## src/rtl/dds_pkg.sv

```systemverilog
// Shared definitions for the DDS voice controller: command opcodes, parser states, default widths.
package dds_pkg;

  localparam int unsigned DdsTuneW = 16;
  localparam int unsigned DdsSelW  = 3;
  localparam int unsigned DdsDurW  = 8;

  typedef enum logic [1:0] {
    OpSetTune = 2'b00,
    OpSetSel  = 2'b01,
    OpSetDur  = 2'b10,
    OpCommit  = 2'b11
  } op_e;

  typedef enum logic [1:0] {
    StHdr = 2'b00,
    StD1  = 2'b01,
    StD0  = 2'b10,
    StCmt = 2'b11
  } state_e;

endpackage

```

## src/rtl/dds_note_timer.sv

```systemverilog
// Per-voice note-duration timer: reload on commit, count down on prescaler ticks, drop gate at expiry.
module dds_note_timer
  import dds_pkg::*;
#(
  parameter int unsigned DurW = DdsDurW
) (
  input  logic            clk,
  input  logic            rst_n,
  input  logic            tick_i,
  input  logic            load_i,
  input  logic [DurW-1:0] load_val_i,
  output logic            gate_o
);

  logic [DurW-1:0] cnt_q, cnt_d;
  logic            gate_q, gate_d;

  always_comb begin
    cnt_d  = cnt_q;
    gate_d = gate_q;
    // Load beats a coincident tick; a zero count with gate high sustains indefinitely.
    if (load_i) begin
      cnt_d  = load_val_i;
      gate_d = 1'b1;
    end else if (tick_i && gate_q) begin
      if (cnt_q > DurW'(1)) begin
        cnt_d = cnt_q - DurW'(1);
      end else if (cnt_q == DurW'(1)) begin
        cnt_d  = '0;
        gate_d = 1'b0;
      end
    end
  end

  always_ff @(posedge clk or negedge rst_n) begin
    if (!rst_n) begin
      cnt_q  <= '0;
      gate_q <= 1'b0;
    end else begin
      cnt_q  <= cnt_d;
      gate_q <= gate_d;
    end
  end

  assign gate_o = gate_q;

endmodule

```

## src/rtl/dds_voice_ctrl.sv

```systemverilog
// Byte-stream command parser with per-voice shadow registers, atomic commit to active registers,
// a free-running duration prescaler and one note timer per voice.
module dds_voice_ctrl
  import dds_pkg::*;
#(
  parameter int unsigned NVOICE   = 2,
  parameter int unsigned TUNE_W   = DdsTuneW,
  parameter int unsigned SEL_W    = DdsSelW,
  parameter int unsigned DUR_W    = DdsDurW,
  parameter int unsigned PRESCALE = 256
) (
  input  logic                     clk,
  input  logic                     rst_n,
  input  logic [7:0]               wr_data,
  input  logic                     wr_valid,
  output logic                     wr_ready,
  output logic                     busy,
  output logic [NVOICE*TUNE_W-1:0] tune_o,
  output logic [NVOICE*SEL_W-1:0]  sel_o,
  output logic [NVOICE-1:0]        gate_o
);

  localparam int unsigned PreW = $clog2(PRESCALE);

  state_e                    state_q, state_d;
  op_e                       op_q, op_d;
  logic [3:0]                idx_q, idx_d;
  logic [7:0]                msb_q, msb_d;
  logic                      ready_q, ready_d;
  logic                      busy_q, busy_d;
  logic [TUNE_W-1:0]         shadow_tune_q [NVOICE];
  logic [TUNE_W-1:0]         shadow_tune_d [NVOICE];
  logic [SEL_W-1:0]          shadow_sel_q  [NVOICE];
  logic [SEL_W-1:0]          shadow_sel_d  [NVOICE];
  logic [DUR_W-1:0]          shadow_dur_q  [NVOICE];
  logic [DUR_W-1:0]          shadow_dur_d  [NVOICE];
  logic [NVOICE*TUNE_W-1:0]  tune_q, tune_d;
  logic [NVOICE*SEL_W-1:0]   sel_q, sel_d;
  logic [NVOICE-1:0]         load;
  logic [PreW-1:0]           pre_q, pre_d;
  logic                      tick;
  logic                      accept;
  logic [TUNE_W+15:0]        tune_ext;
  logic [SEL_W+7:0]          sel_ext;
  logic [DUR_W+7:0]          dur_ext;

  assign accept   = wr_valid && ready_q;
  assign tune_ext = {{TUNE_W{1'b0}}, msb_q, wr_data};
  assign sel_ext  = {{SEL_W{1'b0}}, wr_data};
  assign dur_ext  = {{DUR_W{1'b0}}, wr_data};

  assign tick  = (pre_q == PreW'(PRESCALE - 1));
  assign pre_d = tick ? '0 : pre_q + PreW'(1);

  always_comb begin
    state_d       = state_q;
    op_d          = op_q;
    idx_d         = idx_q;
    msb_d         = msb_q;
    shadow_tune_d = shadow_tune_q;
    shadow_sel_d  = shadow_sel_q;
    shadow_dur_d  = shadow_dur_q;
    tune_d        = tune_q;
    sel_d         = sel_q;
    load          = '0;
    unique case (state_q)
      StHdr: begin
        if (accept) begin
          op_d  = op_e'(wr_data[7:6]);
          idx_d = wr_data[3:0];
          unique case (op_e'(wr_data[7:6]))
            OpSetTune: state_d = StD1;
            OpCommit:  state_d = StCmt;
            default:   state_d = StD0;
          endcase
        end
      end
      StD1: begin
        if (accept) begin
          msb_d   = wr_data;
          state_d = StD0;
        end
      end
      StD0: begin
        if (accept) begin
          state_d = StHdr;
          // Out-of-range voice indices match no voice, so the data is consumed silently.
          for (int unsigned i = 0; i < NVOICE; i++) begin
            if (idx_q == 4'(i)) begin
              unique case (op_q)
                OpSetTune: shadow_tune_d[i] = tune_ext[TUNE_W-1:0];
                OpSetSel:  shadow_sel_d[i]  = sel_ext[SEL_W-1:0];
                OpSetDur:  shadow_dur_d[i]  = dur_ext[DUR_W-1:0];
                default:   ;
              endcase
            end
          end
        end
      end
      StCmt: begin
        state_d = StHdr;
        for (int unsigned i = 0; i < NVOICE; i++) begin
          if (idx_q[i]) begin
            tune_d[i*TUNE_W +: TUNE_W] = shadow_tune_q[i];
            sel_d[i*SEL_W +: SEL_W]    = shadow_sel_q[i];
            load[i]                    = 1'b1;
          end
        end
      end
      default: state_d = StHdr;
    endcase
    ready_d = (state_d != StCmt);
    busy_d  = (state_d != StHdr);
  end

  always_ff @(posedge clk or negedge rst_n) begin
    if (!rst_n) begin
      state_q <= StHdr;
      op_q    <= OpSetTune;
      idx_q   <= '0;
      msb_q   <= '0;
      ready_q <= 1'b1;
      busy_q  <= 1'b0;
      tune_q  <= '0;
      sel_q   <= '0;
      pre_q   <= '0;
      for (int unsigned i = 0; i < NVOICE; i++) begin
        shadow_tune_q[i] <= '0;
        shadow_sel_q[i]  <= '0;
        shadow_dur_q[i]  <= '0;
      end
    end else begin
      state_q       <= state_d;
      op_q          <= op_d;
      idx_q         <= idx_d;
      msb_q         <= msb_d;
      ready_q       <= ready_d;
      busy_q        <= busy_d;
      tune_q        <= tune_d;
      sel_q         <= sel_d;
      pre_q         <= pre_d;
      shadow_tune_q <= shadow_tune_d;
      shadow_sel_q  <= shadow_sel_d;
      shadow_dur_q  <= shadow_dur_d;
    end
  end

  for (genvar gi = 0; gi < NVOICE; gi++) begin : g_voice
    dds_note_timer #(
      .DurW(DUR_W)
    ) u_timer (
      .clk       (clk),
      .rst_n     (rst_n),
      .tick_i    (tick),
      .load_i    (load[gi]),
      .load_val_i(shadow_dur_q[gi]),
      .gate_o    (gate_o[gi])
    );
  end

  assign wr_ready = ready_q;
  assign busy     = busy_q;
  assign tune_o   = tune_q;
  assign sel_o    = sel_q;

endmodule
```

## config.mk

```make
export PLATFORM = sky130hd
export DESIGN_NAME = dds_voice_ctrl
export DESIGN_NICKNAME = d
export VERILOG_FILES = /design/src/rtl/dds_pkg.sv /design/src/rtl/dds_note_timer.sv /design/src/rtl/dds_voice_ctrl.sv
export SDC_FILE = /design/constraint.sdc
export NUM_CORES = 1
export LEC_CHECK = 0
export CORE_MARGIN = 1.5
export CORE_UTILIZATION = 60
export CTS_CLUSTER_DIAMETER = 150
export DETAILED_ROUTE_END_ITERATION = 10
export PLACE_DENSITY = 0.83
export SLEW_MARGIN = 0
export SYNTH_ARGS = -nofsm -noshare
export SYNTH_HDL_FRONTEND = slang
export SYNTH_SLANG_ARGS = --single-unit
```

## constraint.sdc

```tcl
create_clock -name clk -period 5 [get_ports clk]
set_input_delay 0.5 -clock clk [delete_from_list [all_inputs] [get_ports clk]]
set_output_delay 0.5 -clock clk [all_outputs]
set_load 0.005 [all_outputs]
```

Yosys cells after proc, flatten, opt, wreduce, memory -nomap -nowiden. Cells that the tools add are included. W data, S select, Z words.

Bits in registers: 136. Input bits: 11. Output and inout bits: 42. Word-level logic and storage cells: 92.

Add/sub/neg operators: 3. Order comparisons: 2. Equality and inequality tests: 13. Multiplexer cells: 25. Reduce and logical (&&, ||, !) cells: 28.

Operator list (count): $mux W8 (9); $reduce_and A4 Y1 (6); $eq A8 B1 Y1 const B (2); $gt A8 B1 Y1 const B (2); $sub A8 B1 Y8 const B (2); $reduce_and A2 Y1 (6); $mux W1 (10); $reduce_bool A2 Y1 (5); $add A8 B1 Y8 const B (1); $eq A2 B2 Y1 const B (4); $eq A8 B8 Y1 const B (1); $mux W2 (4); $pmux W2 S4 (1); $logic_not A2 Y1 (3); $ne A2 B2 Y1 const B (3); $reduce_and A3 Y1 (2); $reduce_bool A3 Y1 (2); $eq A2 B1 Y1 const B (2); $eq A4 B1 Y1 const B (1); $logic_not A4 Y1 (1); $pmux W2 S2 (1); $logic_and A1 B1 Y1 (3).

Longest topological paths before layout. Gate-level depths: netlist (run 1).

Word-level depth: 5. Depth in mapped cells: 7. Depth with buffers taken out: 6.

Hierarchy. From an unflattened synthesis (run 1), not the netlist that was laid out.

Cell total of the unflattened synthesis: 405. Area total of the unflattened synthesis: 5774.3 um2.

By module, submodules not included: dds_voice_ctrl (times used 1, cells each 291, area each 4678.2 um2, sequential area each 2954.1 um2); dds_note_timer (times used 2, cells each 57, area each 548.0 um2, sequential area each 225.2 um2).

Worst setup path after synthesis (run 1). Ideal clock, no wire load.

Path type: register to register. Start: register g_voice[1].u_timer.cnt_q[0]. End: register g_voice[1].u_timer.cnt_q[5]. Arrival: 1.897 ns. Required time: 4.874 ns. Setup slack: 2.977 ns. Stages on the path, launching flop included: 8. Path buffers: 1. Period minus slack after synthesis: 2.023 ns. Path through: dfrtp_1 inv_1 ha_1 or3b_2 buf_2 o311ai_4 nor4_2 a221o_1.

Longest elaborated chain between the ends: 4. Elaborated cells on any way between the ends: 8.

Ends and longest elaborated chain: start, declared (line dds_note_timer.sv:15) `logic [DurW-1:0] cnt_q, cnt_d;`; start signal, assigned (line dds_note_timer.sv:40) `cnt_q <= cnt_d;`; $sub A8 B1 Y8 or $gt A8 B1 Y1 (tied branches) (line dds_note_timer.sv:27, dds_note_timer.sv:26); $mux W8 (line dds_note_timer.sv:26) `if (cnt_q > DurW'(1)) begin`; $mux W8 (line dds_note_timer.sv:25) `end else if (tick_i && gate_q) begin`; $mux W8 (line dds_note_timer.sv:22) `if (load_i) begin`.

Parallel ways exist; a longest one is shown, timed or not. The select of a mux whose other input is x is not followed. A chain may end at the register's enable or synchronous reset.

Final worst setup path (run 1).
Start: register state_q[1]. End: register g_voice[1].u_timer.cnt_q[6].

Longest elaborated chain between the ends: 4. Elaborated cells on any way between the ends: 6.

Ends and longest elaborated chain: start, declared (line dds_voice_ctrl.sv:25) `state_e state_q, state_d;`; start signal, assigned (line dds_voice_ctrl.sv:118) `state_q <= StHdr;`; start signal, assigned (line dds_voice_ctrl.sv:133) `state_q <= state_d;`; $eq A2 B2 Y1 (*) (line dds_voice_ctrl.sv:66) `unique case (state_q)`; $mux W2 (*) (line dds_voice_ctrl.sv:66); $reduce_bool A3 Y1 (no line) or $reduce_bool A2 Y1 (tied branches); $reduce_and A2 Y1 (no line).

Mark *: on every way between the ends. The rest lies on a longest branch, timed or not.

==> results.cfg, run 1 <==
[global_route]
grtUsageMet1 = 0.3776
top_usage_layer = met2
met3_usage = 0.06763
grt.overflow.total = 0
grt_usage = 0.2918
grt_max_degree = 57
antenna_found_initial = 0
grt_pass1_vias = 4371
grt_pass1_wl_mm = 22.40
met2_usage = 0.4800

[sta]
rsz0062_at_grt = no
fmax_ghz = 0.4261
post-route-min-period_ns = 2.347
fin_worst_skew_ns = 0.006879
period_share = 0.4694
max_slew_margin = 0.1680
hold_violations = 0
finalSetupViolations = 0
drv_slew = 0
tightest_slew_ns = 1.244
tns_ns = 0

[setup_path]
r2r_end = g_voice[1].u_timer.cnt_q[6]
critPathCaptureType = register
r2r_start = state_q[1]
start_kind = register
worstPathArrival_ns = 2.75
cp_cell_sequence = nand3_1 > nand2_1 > a21oi_1 > a211o_1
worstSetupStartpoint = state_q[1]
criticalPathCategory = reg2reg
setup.worst_path.end = g_voice[1].u_timer.cnt_q[6]
worstPathRequired_ns = 5.40
path_buf_inv = 0
cp.depth = 4
cpMaxStageDelayCell = nand3_1
path_max_fanout = 31
max_stage_delay_ns = 0.93
r2r_cells = 4
r2r_slack_ns = 2.65
cp_top_family = simple AND/OR/NAND/NOR gates

[detailed_routing]
vias = 4176
drt_iter0_drc = 266
dr.pass1.iters = 4
drc = 0
vias_per_cell = 5.873
drt-total-wl_mm = 13.59
wl_per_cell_um = 19.12
ant_nets = 0

[finish]
seqCellArea_um2 = 3405
multi_input_area_um2 = 2291
fillers = 597
antenna_cells = 0
fin_nets = 587
area_growth_pct = 21.15
layout-drive-gt1-share = 0.2079

[floorplanning]
io_pins = 53
rows = 35
die_w_um = 101.8
die_h_um = 101.8
core_area_um2 = 9328
die_area_um2 = 10350
start_util = 0.6274

[clock_tree]
postCtsSetupBuffers = 0
cts_buffers = 17
cts.clk_slew.worst_paths_ns = 0.06
cts-htree-levels = 4
clk_latency_ns = 0.53
cts_tree = yes
cts.path.max_buffers = 2
cts_root_buf = clkbuf_8
cts_num_sinks = 136

[logic_synthesis]
synth_area_um2 = 5852
syn-num-nets = 535
yosys_warnings = 0
synth_cell_types = 58
ys_seq_elements = 136
syn_inst = 518
synth_edf_count = 0
ys_seq_area_frac = 0.5818
synth_ff_type = dfrtp_1
async_flop_share = 1.000
avgSynthCellArea_um2 = 11.30

[placed_design]
gp_congestion = 0.8238
port-buffer-count = 52
dp.final_hpwl_mm = 8.022

[power]
power_density_nw_per_um2 = 595.1
max-vdd-ir-drop_v = 0.0003341
power_mw = 4.219
power.leakage_nw = 3.400

[job]
maxCapViolations = 0

[min_path]
worstHoldStart = tune_o[18]
hp-class = reg2reg

[status]
outcome = complete, no violations
registers in the layout, indices dropped and copies added (netlist names):
register	count
shadow_sel_q	6
wr_ready	1
g_voice.u_timer.cnt_q	16
g_voice.u_timer.gate_o	2
sel_o	6
tune_o	32
state_q	2
shadow_tune_q	32
pre_q	8
msb_q	8
idx_q	4
shadow_dur_q	16
op_q	2
busy	1
synthesized netlist by cell type, types with 3 or more instances:
library cell	instances	area (um^2)
buf_1	3	11.26
a21oi_1	9	45.04
nand2_1	135	506.7
ha_1	6	75.07
a211o_1	3	26.28
and2_1	5	31.28
buf_4	3	22.52
a31oi_1	5	31.28
and3_1	3	18.77
nor4_1	4	25.02
or3_1	3	18.77
nor3_1	9	45.04
nor2_1	19	71.32
o32ai_1	3	26.28
or2_2	6	37.54
o21ai_0	7	35.03
and4_1	3	26.28
dfrtp_1	135	3378
o211ai_1	3	22.52
nand4_1	4	25.02
nand3_1	7	35.03
inv_1	12	45.04
buf_2	5	25.02
mux2_2	68	765.7
clkbuf_1	11	41.29
xor2_1	3	26.28
power by group:
part | internal [mW] | switching (mW) | total, mW
Combinational | 0.577 | 0.516 | 1.09
Clock | 0.866 | 0.472 | 1.34
Sequential | 1.48 | 0.304 | 1.79
cell usage in the layout (no fill, tap or decap), types with 3 or more instances in the layout:
cell type / instances
a211o_1: 3
a21oi_1: 9
a31oi_1: 5
and2_1: 5
and3_1: 3
and4_1: 3
buf_4: 4
bufinv_16: 4
clkbuf_16: 16
clkbuf_8: 5
clkdlybuf4s50_1: 51
clkinv_4: 4
dfrtp_1: 135
ha_1: 6
inv_1: 12
mux2_2: 68
nand2_1: 135
nand3_1: 7
nand4_1: 4
nor2_1: 19
nor3_1: 9
nor4_1: 4
o211ai_1: 3
o21ai_0: 7
o32ai_1: 3
or2_2: 6
or3_1: 3
xor2_1: 3
per-stage QoR:
stage | utilization | area, um^2 | setup WS (ns) | instances | hold slack, ns
finish | 0.7600 | 7089 | 2.653 | 711 | 0.4734
global route | 0.7600 | 7089 | 2.492 | 711 | 0.5030
CTS | 0.7600 | 7089 | 2.665 | 711 | 0.4731
detailed placement | 0.6907 | 6442 | 2.261 | 679 | 0.4523
global placement | 0.6907 | 6442 | 2.314 | 679 | 0.4520
floorplan | - | 5852 | 2.977 | 518 | 0.2044
timing repair:
item                                    4_1_cts  5_1_grt
endpoints found under the setup margin        0        0
hold buffers                                  1        0
hold endpoints to repair                     39        0
resized for setup                             0        0
worst min path at each step:
stage	end	cells after the start
2_1_floorplan	busy	0
3_3_place_gp	tune_o[15]	2
3_5_place_dp	tune_o[8]	2
4_1_cts	tune_o[15]	2
5_1_grt	tune_o[2]	2
6_report	tune_o[18]	2
final cells by class:
cell class,instances,area share
multi-input combinational,347,0.3232
sequential,136,0.4802
inverter,12,0.006354
clock inverter,9,0.02312
tap,129,0.02277
timing repair buffer,56,0.07766
clock buffer,22,0.06671
cells by family after synthesis:
group | Yosys count | share of synthesized area
simple gates | 217 | 0.1734
flops | 136 | 0.5818
mux | 70 | 0.1343
compound gates | 49 | 0.06351
buf+inv | 35 | 0.02672
fa+ha+maj | 6 | 0.01283
xor+xnor | 5 | 0.007485
worst register-to-register path, cell delays in order, from the launching register on:
cell     delay [ns]
dfrtp_1        0.53
nand3_1        0.94
nand2_1        0.37
a21oi_1        0.09
a211o_1        0.30
routing by layer:
metal | vias up | part of all wire
met5 | - | 0
met4 | 0 | 0.020
met3 | 24 | 0.038
met2 | 132 | 0.51
met1 | 2126 | 0.43
li1 | 1894 | -
No activity file was read; power rests on OpenSTA's default activity.
==> inputs of run 2 (changes only) <==
--- a/config.mk
+++ b/config.mk
@@ -6,10 +6,10 @@
 export NUM_CORES = 1
 export LEC_CHECK = 0
 export CORE_MARGIN = 1.5
-export CORE_UTILIZATION = 60
+export CORE_UTILIZATION = 52
 export CTS_CLUSTER_DIAMETER = 150
 export DETAILED_ROUTE_END_ITERATION = 10
-export PLACE_DENSITY = 0.83
+export PLACE_DENSITY = 0.76
 export SLEW_MARGIN = 0
 export SYNTH_ARGS = -nofsm -noshare
 export SYNTH_HDL_FRONTEND = slang
==> constraint.sdc (replaced) <==
create_clock -name clk -period 1.9 [get_ports clk]
set_input_delay 0.19 -clock clk [delete_from_list [all_inputs] [get_ports clk]]
set_output_delay 0.19 -clock clk [all_outputs]
set_load 0.005 [all_outputs]
==> results.cfg, run 2 (synthesis results as in run 1) <==
[status]
outcome = finished, violations left
failed_checks = setup timing

[global_route]
grt.overflow.total = 0
grt_pass1_wl_mm = 22.19
grt_max_degree = 51
grt_usage = 0.2501
antenna_found_initial = 0
grt_pass1_vias = 4476

[floorplanning]
die_h_um = 109.1
rows = 38
core_area_um2 = 10890
io_pins = 53
die_w_um = 109.1
start_util = 0.5375
die_area_um2 = 11900

[min_path]
hp-class = in2async

[detailed_routing]
dr.pass1.iters = 4
wl_per_cell_um = 17.39
drt_iter0_drc = 274
vias = 4257
drt-total-wl_mm = 13.35
ant_nets = 0
drc = 0
vias_per_cell = 5.543

[power]
max-vdd-ir-drop_v = 0.001344
swShare = 0.3077
power_frac_seq = 0.403
power_density_nw_per_um2 = 1515
p_sw_mw = 3.529
clkPwrFrac = 0.289
power.internal_mw = 7.939
power.leakage_nw = 3.631
comb_power_share = 0.308

[setup_path]
start_kind = register
r2r_cells = 4
criticalPathCategory = reg2reg
critPathCaptureType = register
path_max_fanout = 8
r2r_start = g_voice[1].u_timer.cnt_q[5]
worstPathArrival_ns = 2.31
r2r_end = g_voice[1].u_timer.cnt_q[5]
worstPathRequired_ns = 2.30
r2r_slack_ns = -0.008

[sta]
max_slew_margin = 0.6351
drv_slew = 0
period_share = 1.004
worst_slack_ns = -0.008272
fmax_ghz = 0.5240
post-route-min-period_ns = 1.908
finalSetupViolations = 1
tns_ns = -0.008272
rsz0062_at_grt = yes
tightest_slew_ns = 0.5474
hold_violations = 0
fin_worst_skew_ns = 0.01028

[clock_tree]
cts.clk_slew.worst_paths_ns = 0.06
cts_num_sinks = 136
cts_root_buf = clkbuf_8
cts.path.max_buffers = 2
cts_tree = yes
clk_latency_ns = 0.53
cts-htree-levels = 4
cts_buffers = 17

[finish]
antenna_cells = 0
area_growth_pct = 29.40
seqCellArea_um2 = 3405
fillers = 780
fin_area_um2 = 7572
multi_input_area_um2 = 2395
final_cell_mix = nand2_1 (135), dfrtp_1 (135), mux2_2 (68)
layout-drive-gt1-share = 0.2866
fin_nets = 632

[placed_design]
port-buffer-count = 52
gp_congestion = 0.8555
placed_area_um2 = 6845
dp.final_hpwl_mm = 8.701

[job]
maxCapViolations = 0
## run 2: changes by cell type in the layout (fill, tap and decap cells not counted), sizes merged
| cell | delta |
|---|---|
| buf | +45 |
| bufinv | -1 |
| clkbuf | -3 |
| clkinv | -2 |
| clkinvlp | +3 |
| inv | +4 |
## run 2: metal layers
| layer | part of all wire | track usage |
|---|---|---|
| met5 | 0 | 0 |
| met4 | 0.015 | 0.1053 |
| met3 | 0.047 | 0.07412 |
| met2 | 0.50 | 0.3969 |
| met1 | 0.44 | 0.3204 |
## run 2: worst max-delay path by stage
stage / startpoint / to / slack [ns] / depth (start not counted)
after global routing: g_voice[1].u_timer.cnt_q[5] / g_voice[1].u_timer.cnt_q[5] / -0.08 / 4
after global placement: wr_valid / shadow_tune_q[19] / -0.08 / 6
after detailed placement: wr_valid / shadow_tune_q[17] / -0.15 / 6
final: g_voice[1].u_timer.cnt_q[5] / g_voice[1].u_timer.cnt_q[5] / -0.008 / 4
after CTS: g_voice[1].u_timer.cnt_q[4] / g_voice[1].u_timer.cnt_q[5] / -0.03 / 4
after floorplan: g_voice[1].u_timer.cnt_q[0] / g_voice[1].u_timer.cnt_q[5] / -0.03 / 7
## run 2: what timing repair did
item | in CTS | in global routing
hold buffers | 1 | 0
cloned | 0 | 0
endpoints found under the setup margin | 9 | 30
buffers inserted | 1 | 2
hold endpoints to repair | 64 | 0
gates resized for setup | 6 | 15
pin swaps | 1 | 7
## run 2: power groups by stage
stage	logic [mW]	registers (mW)	clock network, mW
global route	3.90	4.74	3.49
finish	3.53	4.62	3.31
detailed placement	3.31	4.61	0
CTS	3.41	4.58	3.37
global placement	3.21	4.56	0
floorplan	1.91	4.47	0
## run 2: per-stage QoR
stage / utilization / power [mW] / std cells / hold slack, ns / setup slack [ns]
after detailed placement: 0.6287 / 7.913 / 732 / 0.1653 / -0.1497
after floorplan: - / 6.381 / 518 / -0.1056 / -0.03158
after global routing: 0.6955 / 12.13 / 768 / 0.1759 / -0.08100
after global placement: 0.6287 / 7.775 / 732 / 0.1681 / -0.07613
after CTS: 0.6878 / 11.37 / 766 / 0.1465 / -0.02630
final: 0.6955 / 11.47 / 768 / 0.1510 / -0.008272
## run 2: layout make-up
cell class / instances / area share
Clock buffer: 19 / 0.05701
Clock inverter: 13 / 0.02198
Inverter: 12 / 0.005948
Multi-Input combinational cell: 347 / 0.3163
Sequential cell: 136 / 0.4496
Tap cell: 140 / 0.02313
Timing Repair Buffer: 101 / 0.1261
## run 2: worst max-delay path, cell delays in order, from the launching register on
cell	delay, ns
dfrtp_1	0.37
or4_4	0.61
o311ai_4	0.43
nor4_4	0.07
a221o_1	0.31
